--- src/rtl/hamming_uart_tx_if.sv ---
// Codeword handshake between the Hamming(7,4) encoder (master) and the UART
// serializer (slave).
interface hamming_uart_tx_if;
  logic [6:0] code_in;
  logic       valid_in;
  logic       ready_out;

  modport master (output code_in, output valid_in, input ready_out);
  modport slave  (input code_in, input valid_in, output ready_out);
endinterface

--- src/rtl/hamming_uart_tx.sv ---
// UART serializer for Hamming(7,4) codewords: start bit, 7 code bits LSB first,
// STOP_BITS stop bits; a one-word holding register allows gapless back-to-back frames.
module hamming_uart_tx #(
  parameter int unsigned CLKS_PER_BIT = 16,
  parameter int unsigned STOP_BITS    = 1
) (
  input  logic             clk,
  input  logic             rst_n,
  input  logic             ena,
  hamming_uart_tx_if.slave up,
  output logic             tx,
  output logic             busy,
  output logic             frame_done
);

  localparam int unsigned       BAUD_W    = (CLKS_PER_BIT > 1) ? $clog2(CLKS_PER_BIT) : 1;
  localparam logic [BAUD_W-1:0] BAUD_LAST = BAUD_W'(CLKS_PER_BIT - 1);
  localparam logic              STOP_LAST = 1'(STOP_BITS - 1);
  localparam logic [2:0]        BIT_LAST  = 3'd6;

  typedef enum logic [1:0] {IDLE, START, DATA, STOP} state_e;

  state_e            state_q, state_d;
  logic [BAUD_W-1:0] baud_q, baud_d;
  logic [2:0]        bit_q, bit_d;
  logic              stop_q, stop_d;
  logic              tx_q, tx_d;
  logic              busy_q, busy_d;
  logic              frame_done_q, frame_done_d;
  logic              hold_full_q, hold_full_d;
  logic [6:0]        hold_q, hold_d;
  logic [6:0]        shift_q, shift_d;

  logic accept;
  logic bit_end;
  logic load;

  assign up.ready_out = ena & ~hold_full_q;
  assign accept       = up.valid_in & up.ready_out;
  assign bit_end      = (baud_q == BAUD_LAST);

  // NOTE: every *_d takes its hold value before the case, so no branch can leave a latch behind.
  always_comb begin
    state_d      = state_q;
    baud_d       = bit_end ? '0 : baud_q + BAUD_W'(1);
    bit_d        = bit_q;
    stop_d       = stop_q;
    tx_d         = tx_q;
    frame_done_d = 1'b0;
    hold_full_d  = hold_full_q;
    hold_d       = hold_q;
    shift_d      = shift_q;
    load         = 1'b0;

    unique case (state_q)
      IDLE: begin
        baud_d = '0;
        tx_d   = 1'b1;
        if (hold_full_q) begin
          load    = 1'b1;
          state_d = START;
          tx_d    = 1'b0;
        end
      end

      START: begin
        if (bit_end) begin
          state_d = DATA;
          bit_d   = 3'd0;
          tx_d    = shift_q[0];
        end
      end

      DATA: begin
        if (bit_end) begin
          if (bit_q == BIT_LAST) begin
            state_d = STOP;
            stop_d  = 1'b0;
            tx_d    = 1'b1;
          end else begin
            shift_d = shift_q >> 1;
            tx_d    = shift_q[1];
            bit_d   = bit_q + 3'd1;
          end
        end
      end

      STOP: begin
        if (bit_end) begin
          if (stop_q == STOP_LAST) begin
            frame_done_d = 1'b1;
            stop_d       = 1'b0;
            // A buffered word starts its start bit straight out of the stop bit.
            if (hold_full_q) begin
              load    = 1'b1;
              state_d = START;
              tx_d    = 1'b0;
            end else begin
              state_d = IDLE;
              tx_d    = 1'b1;
            end
          end else begin
            stop_d = stop_q + 1'b1;
          end
        end
      end

      default: begin
        state_d = IDLE;
        tx_d    = 1'b1;
      end
    endcase

    if (load) begin
      shift_d     = hold_q;
      hold_full_d = 1'b0;
    end
    if (accept) begin
      hold_d      = up.code_in;
      hold_full_d = 1'b1;
    end

    busy_d = (state_d != IDLE);
  end

  // NOTE: sequential state uses <= so every flop samples the pre-edge values of its peers.
  always_ff @(posedge clk or negedge rst_n) begin
    if (!rst_n) begin
      state_q      <= IDLE;
      baud_q       <= '0;
      bit_q        <= 3'd0;
      stop_q       <= 1'b0;
      tx_q         <= 1'b1;
      busy_q       <= 1'b0;
      frame_done_q <= 1'b0;
      hold_full_q  <= 1'b0;
    end else begin
      state_q      <= state_d;
      baud_q       <= baud_d;
      bit_q        <= bit_d;
      stop_q       <= stop_d;
      tx_q         <= tx_d;
      busy_q       <= busy_d;
      frame_done_q <= frame_done_d;
      hold_full_q  <= hold_full_d;
    end
  end

  // NOTE: hold_q and shift_q are only read when hold_full_q or the FSM qualifies them, so they carry no reset.
  always_ff @(posedge clk) begin
    hold_q  <= hold_d;
    shift_q <= shift_d;
  end

  assign tx         = tx_q;
  assign busy       = busy_q;
  assign frame_done = frame_done_q;

  // ready_out is low while the holding register is full, so a load and an accept never share an edge.
  assert property (@(posedge clk) disable iff (!rst_n) !(load && accept));
  assert property (@(posedge clk) disable iff (!rst_n) frame_done |=> !frame_done);

endmodule

--- src/flat_wrapper.sv ---
// flat-port wrapper written by rule: the top's interface ports become plain ports
module hamming_uart_tx_flat 
#(
  parameter int unsigned CLKS_PER_BIT = 16,
  parameter int unsigned STOP_BITS    = 1
)
  (clk, rst_n, ena, tx, busy, frame_done, up_code_in, up_valid_in, up_ready_out);
  hamming_uart_tx_if up_i ();
  input  logic clk;
  input  logic rst_n;
  input  logic ena;
  output logic tx;
  output logic busy;
  output logic frame_done;
  input wire logic [$bits(up_i.code_in)-1:0] up_code_in;
  input wire logic [$bits(up_i.valid_in)-1:0] up_valid_in;
  output wire logic [$bits(up_i.ready_out)-1:0] up_ready_out;
  assign up_i.code_in = up_code_in;
  assign up_i.valid_in = up_valid_in;
  assign up_ready_out = up_i.ready_out;
  hamming_uart_tx #(.CLKS_PER_BIT(CLKS_PER_BIT), .STOP_BITS(STOP_BITS)) u_core (.clk(clk), .rst_n(rst_n), .ena(ena), .up(up_i), .tx(tx), .busy(busy), .frame_done(frame_done));
endmodule
--- config.mk ---
export PLATFORM = sky130hd
export DESIGN_NAME = hamming_uart_tx_flat
export DESIGN_NICKNAME = d
export VERILOG_FILES = /design/src/rtl/hamming_uart_tx_if.sv /design/src/rtl/hamming_uart_tx.sv /design/src/flat_wrapper.sv
export SDC_FILE = /design/constraint.sdc
export NUM_CORES = 1
export LEC_CHECK = 0
export ABC_AREA = 1
export CAP_MARGIN = 20
export CORE_MARGIN = 5
export CORE_UTILIZATION = 35
export DETAILED_ROUTE_END_ITERATION = 10
export GPL_TIMING_DRIVEN = 1
export PLACE_DENSITY_LB_ADDON = 0.1
export REMOVE_ABC_BUFFERS = 1
export SETUP_SLACK_MARGIN = 0.2
export SLEW_MARGIN = 0
export SYNTH_ARGS = -nofsm -noshare
export SYNTH_HDL_FRONTEND = slang
export SYNTH_SLANG_ARGS = --single-unit
--- constraint.sdc ---
create_clock -name clk -period 2.55 [get_ports clk]
set_input_delay 0.51 -clock clk [delete_from_list [all_inputs] [get_ports clk]]
set_output_delay 0.51 -clock clk [all_outputs]
set_load 0.05 [all_outputs]
After elaboration in Yosys (flattened, before gate mapping). Cells that the tools add are included.

Register bits after elaboration: 28. Bits of input ports: 11. Output and inout bits: 4. Logic and storage cells: 78.

$add $sub $neg: 3. Equality and inequality tests: 12. Mux-type cells: 39. Bitwise logic cells: 3. Reduce and logical (&&, ||, !) cells: 11.

Operators by type and width (count): two-way mux 7 bit (4); two-way mux 1 bit (19); two-way mux 2 bit (6); AND reduction 4 bit (3); nonzero test 2 bit (6); != test 2 x 1 -> 1 bit, second input constant (5); two-way mux 3 bit (3); two-way mux 4 bit (2); case mux 2 bit (4 select lines) (1); case mux 3 bit (2 select lines) (1); adder 4 x 1 -> 4 bit, second input constant (1); equality test 2 bit, second input constant (2); equality test 4 bit, second input constant (1); != test 2 bit, second input constant (2); case mux 1 bit (2 select lines) (2); case mux 1 bit (4 select lines) (1); adder 3 x 1 -> 3 bit, second input constant (1); equality test 3 bit, second input constant (1); AND reduction 3 bit (1); AND 1 bit (2); equality test 2 x 1 -> 1 bit, second input constant (1); zero test 2 bit (1); adder 1 bit, second input constant (1); inverter 1 bit (1).

Longest topological paths before layout. Gate-level depths: netlist (run 1).

Depth in word-level cells: 6. Gate-level depth with buffers: 10. Mapped depth without buffers: 10.

Worst setup path before layout (run 1). Ideal clock, no wire load.

Path kind: input port to flip-flop. Start: input ena. End: register u_core.hold_q[0], enable pin. Setup time: 320 ps. Arrival time: 1563 ps. Data required time: 2230 ps. Path slack: 668 ps. Stages on the path: 4. Path through: inv_1 > nor2_1 > nand2_1 > inv_1.

Longest elaborated chain between the ends: 2.

RTL lines: from (decl) (RTL line flat_wrapper.sv:11) `input logic ena;`; AND 1 bit (RTL line hamming_uart_tx.sv:38) `assign up.ready_out = ena & ~hold_full_q;`; via up_ready_out (RTL line flat_wrapper.sv:17) `output wire logic [$bits(up_i.ready_out)-1:0] up_ready_out;`; AND 1 bit (RTL line hamming_uart_tx.sv:39) `assign accept = up.valid_in & up.ready_out;`; via u_core.accept (RTL line hamming_uart_tx.sv:34) `logic accept;`; to (signal assigned) (RTL line hamming_uart_tx.sv:151) `hold_q <= hold_d;`; to (decl) (RTL line hamming_uart_tx.sv:31) `logic [6:0] hold_q, hold_d;`.

The timed path passes the listed nets, and every way through them passes these cells. A chain may end at the register's enable or synchronous reset.

Final worst setup path (run 1).
Start: register u_core.tx_q (netlist: u_core.tx). End: output tx.

RTL lines: from (decl) (RTL line hamming_uart_tx.sv:27) `logic tx_q, tx_d;`; from (signal assigned) (RTL line hamming_uart_tx.sv:142) `tx_q <= tx_d;`; to (decl) (RTL line flat_wrapper.sv:12) `output logic tx;`.

No word-level cell between the ends.

==> results of run 1 <==
## state kept, by name, indices dropped and copies added, names as in the netlist
register / count
u_core.busy: 1
u_core.tx: 1
u_core.state_q: 2
u_core.hold_full_q: 1
u_core.hold_q: 7
u_core.shift_q: 7
u_core.frame_done: 1
u_core.baud_q: 4
u_core.bit_q: 3
## stage by stage
step | hold WS [ns] | instances | utilization [%] | setup WS (ns) | total power [µW]
after floorplan | 0.214 | 126 | - | 0.668 | 489
after global placement | 0.441 | 188 | 41.5 | 0.668 | 517
after detailed placement | 0.453 | 188 | 41.5 | 0.634 | 518
after CTS | 0.467 | 192 | 42.8 | 0.407 | 770
after global routing | 0.494 | 192 | 42.8 | 0.394 | 787
final | 0.460 | 192 | 42.8 | 0.424 | 756
## synth_stat cells
master | number | area share, %
sky130_fd_sc_hd__nand4_1 | 1 | 0.48
sky130_fd_sc_hd__o21ai_2 | 6 | 4.0
sky130_fd_sc_hd__nand2_2 | 1 | 0.48
sky130_fd_sc_hd__nor2_4 | 1 | 0.86
sky130_fd_sc_hd__a21oi_1 | 6 | 2.3
sky130_fd_sc_hd__dfstp_2 | 1 | 2.0
sky130_fd_sc_hd__nand2_1 | 26 | 7.5
sky130_fd_sc_hd__edfxtp_1 | 14 | 32
sky130_fd_sc_hd__dfrtp_1 | 12 | 23
sky130_fd_sc_hd__nor2_1 | 11 | 3.2
sky130_fd_sc_hd__inv_1 | 24 | 6.9
sky130_fd_sc_hd__xor2_1 | 1 | 0.67
sky130_fd_sc_hd__nand3_1 | 5 | 1.9
sky130_fd_sc_hd__buf_6 | 1 | 0.86
sky130_fd_sc_hd__o21ai_0 | 5 | 1.9
sky130_fd_sc_hd__nand3_4 | 1 | 1.3
sky130_fd_sc_hd__nor3_4 | 1 | 1.2
sky130_fd_sc_hd__ha_1 | 8 | 7.6
sky130_fd_sc_hd__o21ai_4 | 1 | 1.2
sky130_fd_sc_hd__or2_2 | 1 | 0.48
## final timing paths
check | slack (ns) | end
setup / recovery | 0.42 | tx
hold / removal | 0.46 | u_core.baud_q[0]
setup reg to reg | 0.67 | u_core.shift_q[0]
hold reg to reg | 0.46 | u_core.baud_q[0]
max in group asynchronous | 1.56 | u_core.bit_q[1]
min in group asynchronous | 0.61 | u_core.hold_full_q
## area by class of cell
type                            count  area share (%)
Sequential cell                    27            48.0
Multi-Input combinational cell     75            29.6
Timing Repair Buffer               14            9.65
Inverter                           24            5.79
Tap cell                           48            3.86
Clock buffer                        3            2.65
Clock inverter                      1           0.482
## layer usage
metal  wire, µm  GRT usage (%)  vias up
met2       1010           14.9       16
met5          0              0        -
met3         94           2.56        9
met4         65           4.80        0
li1           -              -      437
met1        951           11.7      400
## power by group
part	leakage, µW	internal (µW)	switching [µW]
sequential	0.000286	464	3.59
combinational	0.000393	20.7	19.1
clock	0.0000217	111	138
## cell families after synthesis
| kind of cell | count (synthesis) |
|---|---|
| AOI/OAI and AO/OA | 18 |
| xor gates and xnor gates | 1 |
| adders and majority gates | 8 |
| buffers and inverters | 25 |
| DFF | 27 |
| and+or+nand+nor | 48 |
==> flow_summary.json, run 1 <==
{
  "route.detailed.vias_per_inst": 4.49,
  "largest_family_of_logic_cells_by_synthesized_area": "simple AND/OR/NAND/NOR gates",
  "floorplan.die_area_mm2": 0.00506,
  "final_design_area_no_fill_mm2": 0.00156,
  "rr_worst_depth": 5,
  "setup_violations": 0,
  "synth_area_per_cell_um2": 10.3,
  "grt_pass1_vias": 909,
  "postCtsResizedCells": 0,
  "simple_gate_area_share_of_the_yosys_netlist_pct": 17.4,
  "cts-root-buf": "sky130_fd_sc_hd__clkbuf_8",
  "slew_viol_final": 0,
  "synth.lib_cells_used.distinct": 20,
  "yosys-mux-area-fraction_pct": 0,
  "timing.fmax_mhz": 470,
  "synth-warning-count": 0,
  "pin_count": 15,
  "cp_num_buf_inv": 1,
  "critical_path.max_stage_delay_ns": 0.80,
  "gp_congestion": 0.899,
  "post-route-min-period_ns": 2.13,
  "timing.hold.worst.class": "flip-flop to flip-flop",
  "floorplan.die.width_um": 71.2,
  "cp_depth": 1,
  "wire_per_inst_um": 11.1,
  "synth-adder-area-share_pct": 7.65,
  "gr_util_all_layers_pct": 9.43,
  "holdBufCountCts": 0,
  "path_max_fanout": 2,
  "seq_area_um2": 747,
  "drive_above_1_share_pct": 12.5,
  "rsz0062_at_grt": "no",
  "dp_hpwl_um": 1680,
  "cpMaxStageDelayCell": "sky130_fd_sc_hd__clkdlybuf4s50_1",
  "grt_antenna_before_repair": 0,
  "slew-limit-headroom_pct": 59.9,
  "crit-reg2reg-launch": "u_core.baud_q[0]",
  "num_vias": 862,
  "ys_ff_latch": 27,
  "path_cells": "clkdlybuf4s50_1",
  "final.setup_skew_ns": 0.00204,
  "grt-ovfl-total": 0,
  "criticalPathCategory": "flip-flop to output port",
  "synth_sequential_area_ratio_pct": 57.1,
  "critPathLaunch": "u_core.tx",
  "netlist_area_mm2": 0.00131,
  "clkTransAtPathRegs_ns": 0.09,
  "fillCellCount": 375,
  "floorplan.rows": 22,
  "max_cap_violations": 0,
  "effective_utilization_at_floorplan_pct": 36.0,
  "drt_pre_antenna_iters": 4,
  "synth-compound-area-share_pct": 9.46,
  "min-delay-start": "u_core.baud_q[0]",
  "cts.path.max_buffers": 2,
  "drt-initial-drc-count": 25,
  "power_density_mw_per_mm2": 486,
  "most-common-layout-cells": "sky130_fd_sc_hd__nand2_1 (26), sky130_fd_sc_hd__inv_1 (24), sky130_fd_sc_hd__edfxtp_1 (14), sky130_fd_sc_hd__clkdlybuf4s50_1 (13), sky130_fd_sc_hd__dfrtp_1 (12)",
  "fin_setup_tns_ns": 0,
  "remaining_drc_errors": 0,
  "whs_path_depth": 1,
  "tritoncts_num_sinks": 27,
  "vdd.ir_drop.worst_mv": 0.228,
  "synth_cells": 127,
  "floorplan.core_area_mm2": 0.00363,
  "io_buffers": 14,
  "cts_buffers": 3,
  "path_delay_family": "buffers and inverters",
  "run_status": "complete, no violations",
  "finalNetCount": 164,
  "layout_commonest_cell": "sky130_fd_sc_hd__nand2_1",
  "multi_input_area_um2": 460,
  "first_pass_grt_wire_length_um": 3840,
  "cp-start-kind": "flip-flop",
  "syn_to_final_growth_pct": 18.9,
  "static-leakage-power_uw": 0.000701,
  "number_of_nets_with_antenna_violations_after_routing": 0,
  "cp_data_arrival_time_ns": 1.62,
  "cts_max_level": 1,
  "synth_xor_area_share_pct": 0.669,
  "place_area_mm2": 0.00151,
  "critPathRequiredTime_ns": 2.04,
  "total_length_of_routed_wires_um": 2120,
  "grt_max_degree": 17,
  "n_antenna_cell": 0,
  "post_cts_setup_inserts": 0,
  "period_share_pct": 83.4,
  "fp.dieH_um": 71.2,
  "tritoncts": "yes",
  "worst_setup_path_end_kind": "output port",
  "hold_violations": 0,
  "worst-slew-pin-transition_ns": 0.600,
  "clk_latency_ns": 0.27
}
Power figures use the tool's default switching activity.
==> run 2, diff against run 1 <==
==> constraint.sdc (replaced) <==
create_clock -name clk -period 1.98 [get_ports clk]
set_input_delay 0.396 -clock clk [delete_from_list [all_inputs] [get_ports clk]]
set_output_delay 0.396 -clock clk [all_outputs]
set_load 0.05 [all_outputs]
==> run 2 against run 1 <==
Effect of this change:
- critical path type is now flip-flop to flip-flop
- highest routed layer unchanged
- utilization up 0.62 points
- first-iteration DRC count unchanged
- sequential share of layout area down 0.68 points
- largest cell class unchanged
- register-to-register slack worse by 0.38 ns
==> flow_summary.json, run 2 (synthesized netlist as in run 1, its figures left out) <==
{
  "run_status": "complete, no violations",
  "worst-r2r-setup-slack_ns": 0.29,
  "setup_violations": 0,
  "power.share.clock_pct": 33.0,
  "largest_registers": "u_core.hold_q (7), u_core.shift_q (7), u_core.baud_q (4)",
  "timing.fmax_mhz": 591,
  "io_buffers": 14,
  "tritoncts": "yes",
  "period_share_pct": 85.4,
  "slew-limit-headroom_pct": 59.6,
  "criticalPathCategory": "flip-flop to flip-flop",
  "post-route-min-period_ns": 1.69,
  "floorplan.die_area_mm2": 0.00506,
  "syn_to_final_growth_pct": 20.6,
  "drive_above_1_share_pct": 16.3,
  "cpMaxStageDelayCell": "sky130_fd_sc_hd__dfrtp_1",
  "fin_ws_ns": 0.289,
  "vdd.ir_drop.worst_mv": 0.342,
  "finalNetCount": 167,
  "path_delay_family": "flip-flops",
  "min-delay-start": "u_core.baud_q[0]",
  "num_vias": 858,
  "gr_util_all_layers_pct": 9.40,
  "dp_hpwl_um": 1730,
  "floorplan.die.width_um": 71.2,
  "sw_power_uw": 207,
  "drt_pre_antenna_iters": 6,
  "worst_hold_slack_across_all_endpoints_ns": 0.465,
  "slew_viol_final": 0,
  "worst_r2r_endpoint": "u_core.shift_q[1]",
  "drt-initial-drc-count": 25,
  "power_density_mw_per_mm2": 617,
  "n_antenna_cell": 0,
  "design_internal_power_uw": 767,
  "rsz0062_at_grt": "no",
  "path_cells": "inv_1 -> ha_1 -> nor2_2 -> o21ai_4 -> buf_4 -> nand2_1 -> o21ai_2",
  "path_max_fanout": 14,
  "layout_commonest_cell": "sky130_fd_sc_hd__nand2_1",
  "timing.hold.worst.class": "flip-flop to flip-flop",
  "most-common-layout-cells": "sky130_fd_sc_hd__nand2_1 (25), sky130_fd_sc_hd__inv_1 (24), sky130_fd_sc_hd__edfxtp_1 (14), sky130_fd_sc_hd__dfrtp_1 (12)",
  "effective_utilization_at_floorplan_pct": 36.0,
  "number_of_nets_with_antenna_violations_after_routing": 0,
  "pwr-share-comb_pct": 5.2,
  "cp_num_buf_inv": 2,
  "hold_end": "u_core.baud_q[0]",
  "gp_congestion": 0.840,
  "route.detailed.vias_per_inst": 4.40,
  "cts.path.max_buffers": 2,
  "static-leakage-power_uw": 0.000718,
  "tritoncts_num_sinks": 27,
  "fillCellCount": 383,
  "cp-start-kind": "flip-flop",
  "pin_count": 15,
  "hold_violations": 0,
  "total_length_of_routed_wires_um": 2230,
  "whs_path_depth": 1,
  "wire_per_inst_um": 11.4,
  "cts-root-buf": "sky130_fd_sc_hd__clkbuf_8",
  "cp_data_arrival_time_ns": 1.73,
  "seq_power_share_pct": 61.8,
  "netSwitchingFraction_pct": 21.2,
  "final.setup_skew_ns": 0.00347,
  "critical_path.max_stage_delay_ns": 0.39,
  "rr_worst_depth": 7,
  "grt_pass1_vias": 876,
  "clk_latency_ns": 0.27,
  "worst-slew-pin-transition_ns": 0.604,
  "floorplan.core_area_mm2": 0.00363,
  "grt_max_degree": 17,
  "remaining_drc_errors": 0,
  "max_cap_violations": 0,
  "cts_max_level": 1,
  "cts_buffers": 3,
  "grt_antenna_before_repair": 0,
  "grt-ovfl-total": 0,
  "minimum_setup_slack_after_placement_ns": 0.203,
  "worst_setup_path_end_kind": "flip-flop",
  "floorplan.rows": 22,
  "crit-reg2reg-launch": "u_core.state_q[0]",
  "first_pass_grt_wire_length_um": 3800,
  "fin_setup_tns_ns": 0,
  "cp_depth": 7,
  "clkTransAtPathRegs_ns": 0.10,
  "critPathRequiredTime_ns": 2.02,
  "fp.dieH_um": 71.2
}
## run 2: cell types whose count changed in the layout (fill, tap and decap cells not counted)
| cell | previous run | this run |
|---|---|---|
| sky130_fd_sc_hd__nand2_2 | 1 | 2 |
| sky130_fd_sc_hd__clkdlybuf4s50_1 | 13 | 10 |
| sky130_fd_sc_hd__buf_4 | 0 | 4 |
| sky130_fd_sc_hd__nor2_2 | 0 | 1 |
| sky130_fd_sc_hd__dlygate4sd2_1 | 0 | 2 |
| sky130_fd_sc_hd__nor2_1 | 11 | 10 |
| sky130_fd_sc_hd__nand2_1 | 26 | 25 |
## run 2: routing by layer
metal / part of all wire, % / wire [µm] / GRT usage (%) / vias up
met3: 3.1 / 70 / 2.13 / 2
met5: 0 / 0 / 0 / -
met4: 0.58 / 13 / 3.76 / 0
met2: 48 / 1060 / 14.8 / 12
li1: - / - / - / 443
met1: 49 / 1080 / 12.5 / 401
## run 2: what timing repair did
action | in CTS | in global routing
resized for setup | 3 | 1
setup endpoints to repair | 3 | 11
hold buffers | 0 | 0
pin swaps | 0 | 0
setup buffers | 0 | 2
## run 2: power groups by stage
| stage | registers [µW] | clock network [µW] | logic (µW) |
|---|---|---|---|
| global route | 603 | 361 | 55.7 |
| global placement | 614 | 0 | 50.8 |
| finish | 602 | 321 | 50.7 |
| detailed placement | 614 | 0 | 51.4 |
| CTS | 602 | 342 | 52.2 |
| floorplan | 613 | 0 | 16.7 |
## run 2: worst max path at each step
| stage | startpoint | end |
|---|---|---|
| floorplan | ena | u_core.hold_q[0] |
| global placement | ena | u_core.hold_q[2] |
| detailed placement | u_core.state_q[0] | u_core.shift_q[1] |
| CTS | u_core.state_q[0] | u_core.shift_q[6] |
| global route | u_core.state_q[0] | u_core.shift_q[1] |
| finish | u_core.state_q[0] | u_core.shift_q[1] |
## run 2: layout make-up
cell class                      instances  area (µm²)  area share [%]
Clock inverter                          1        7.51           0.475
Clock buffer                            3        41.3            2.61
Multi-Input combinational cell         75         465            29.5
Timing Repair Buffer                   17         168            10.6
Sequential cell                        27         747            47.3
Inverter                               24        90.1            5.71
Tap cell                               48        60.1            3.80
## run 2: per-stage QoR
stage | util, % | total power, µW | cell area (µm²) | instances
after floorplan | - | 629 | 1300 | 126
after global placement | 41.6 | 665 | 1510 | 189
after detailed placement | 41.6 | 665 | 1510 | 189
after CTS | 43.0 | 996 | 1560 | 193
after global routing | 43.5 | 1020 | 1580 | 195
final | 43.5 | 974 | 1580 | 195
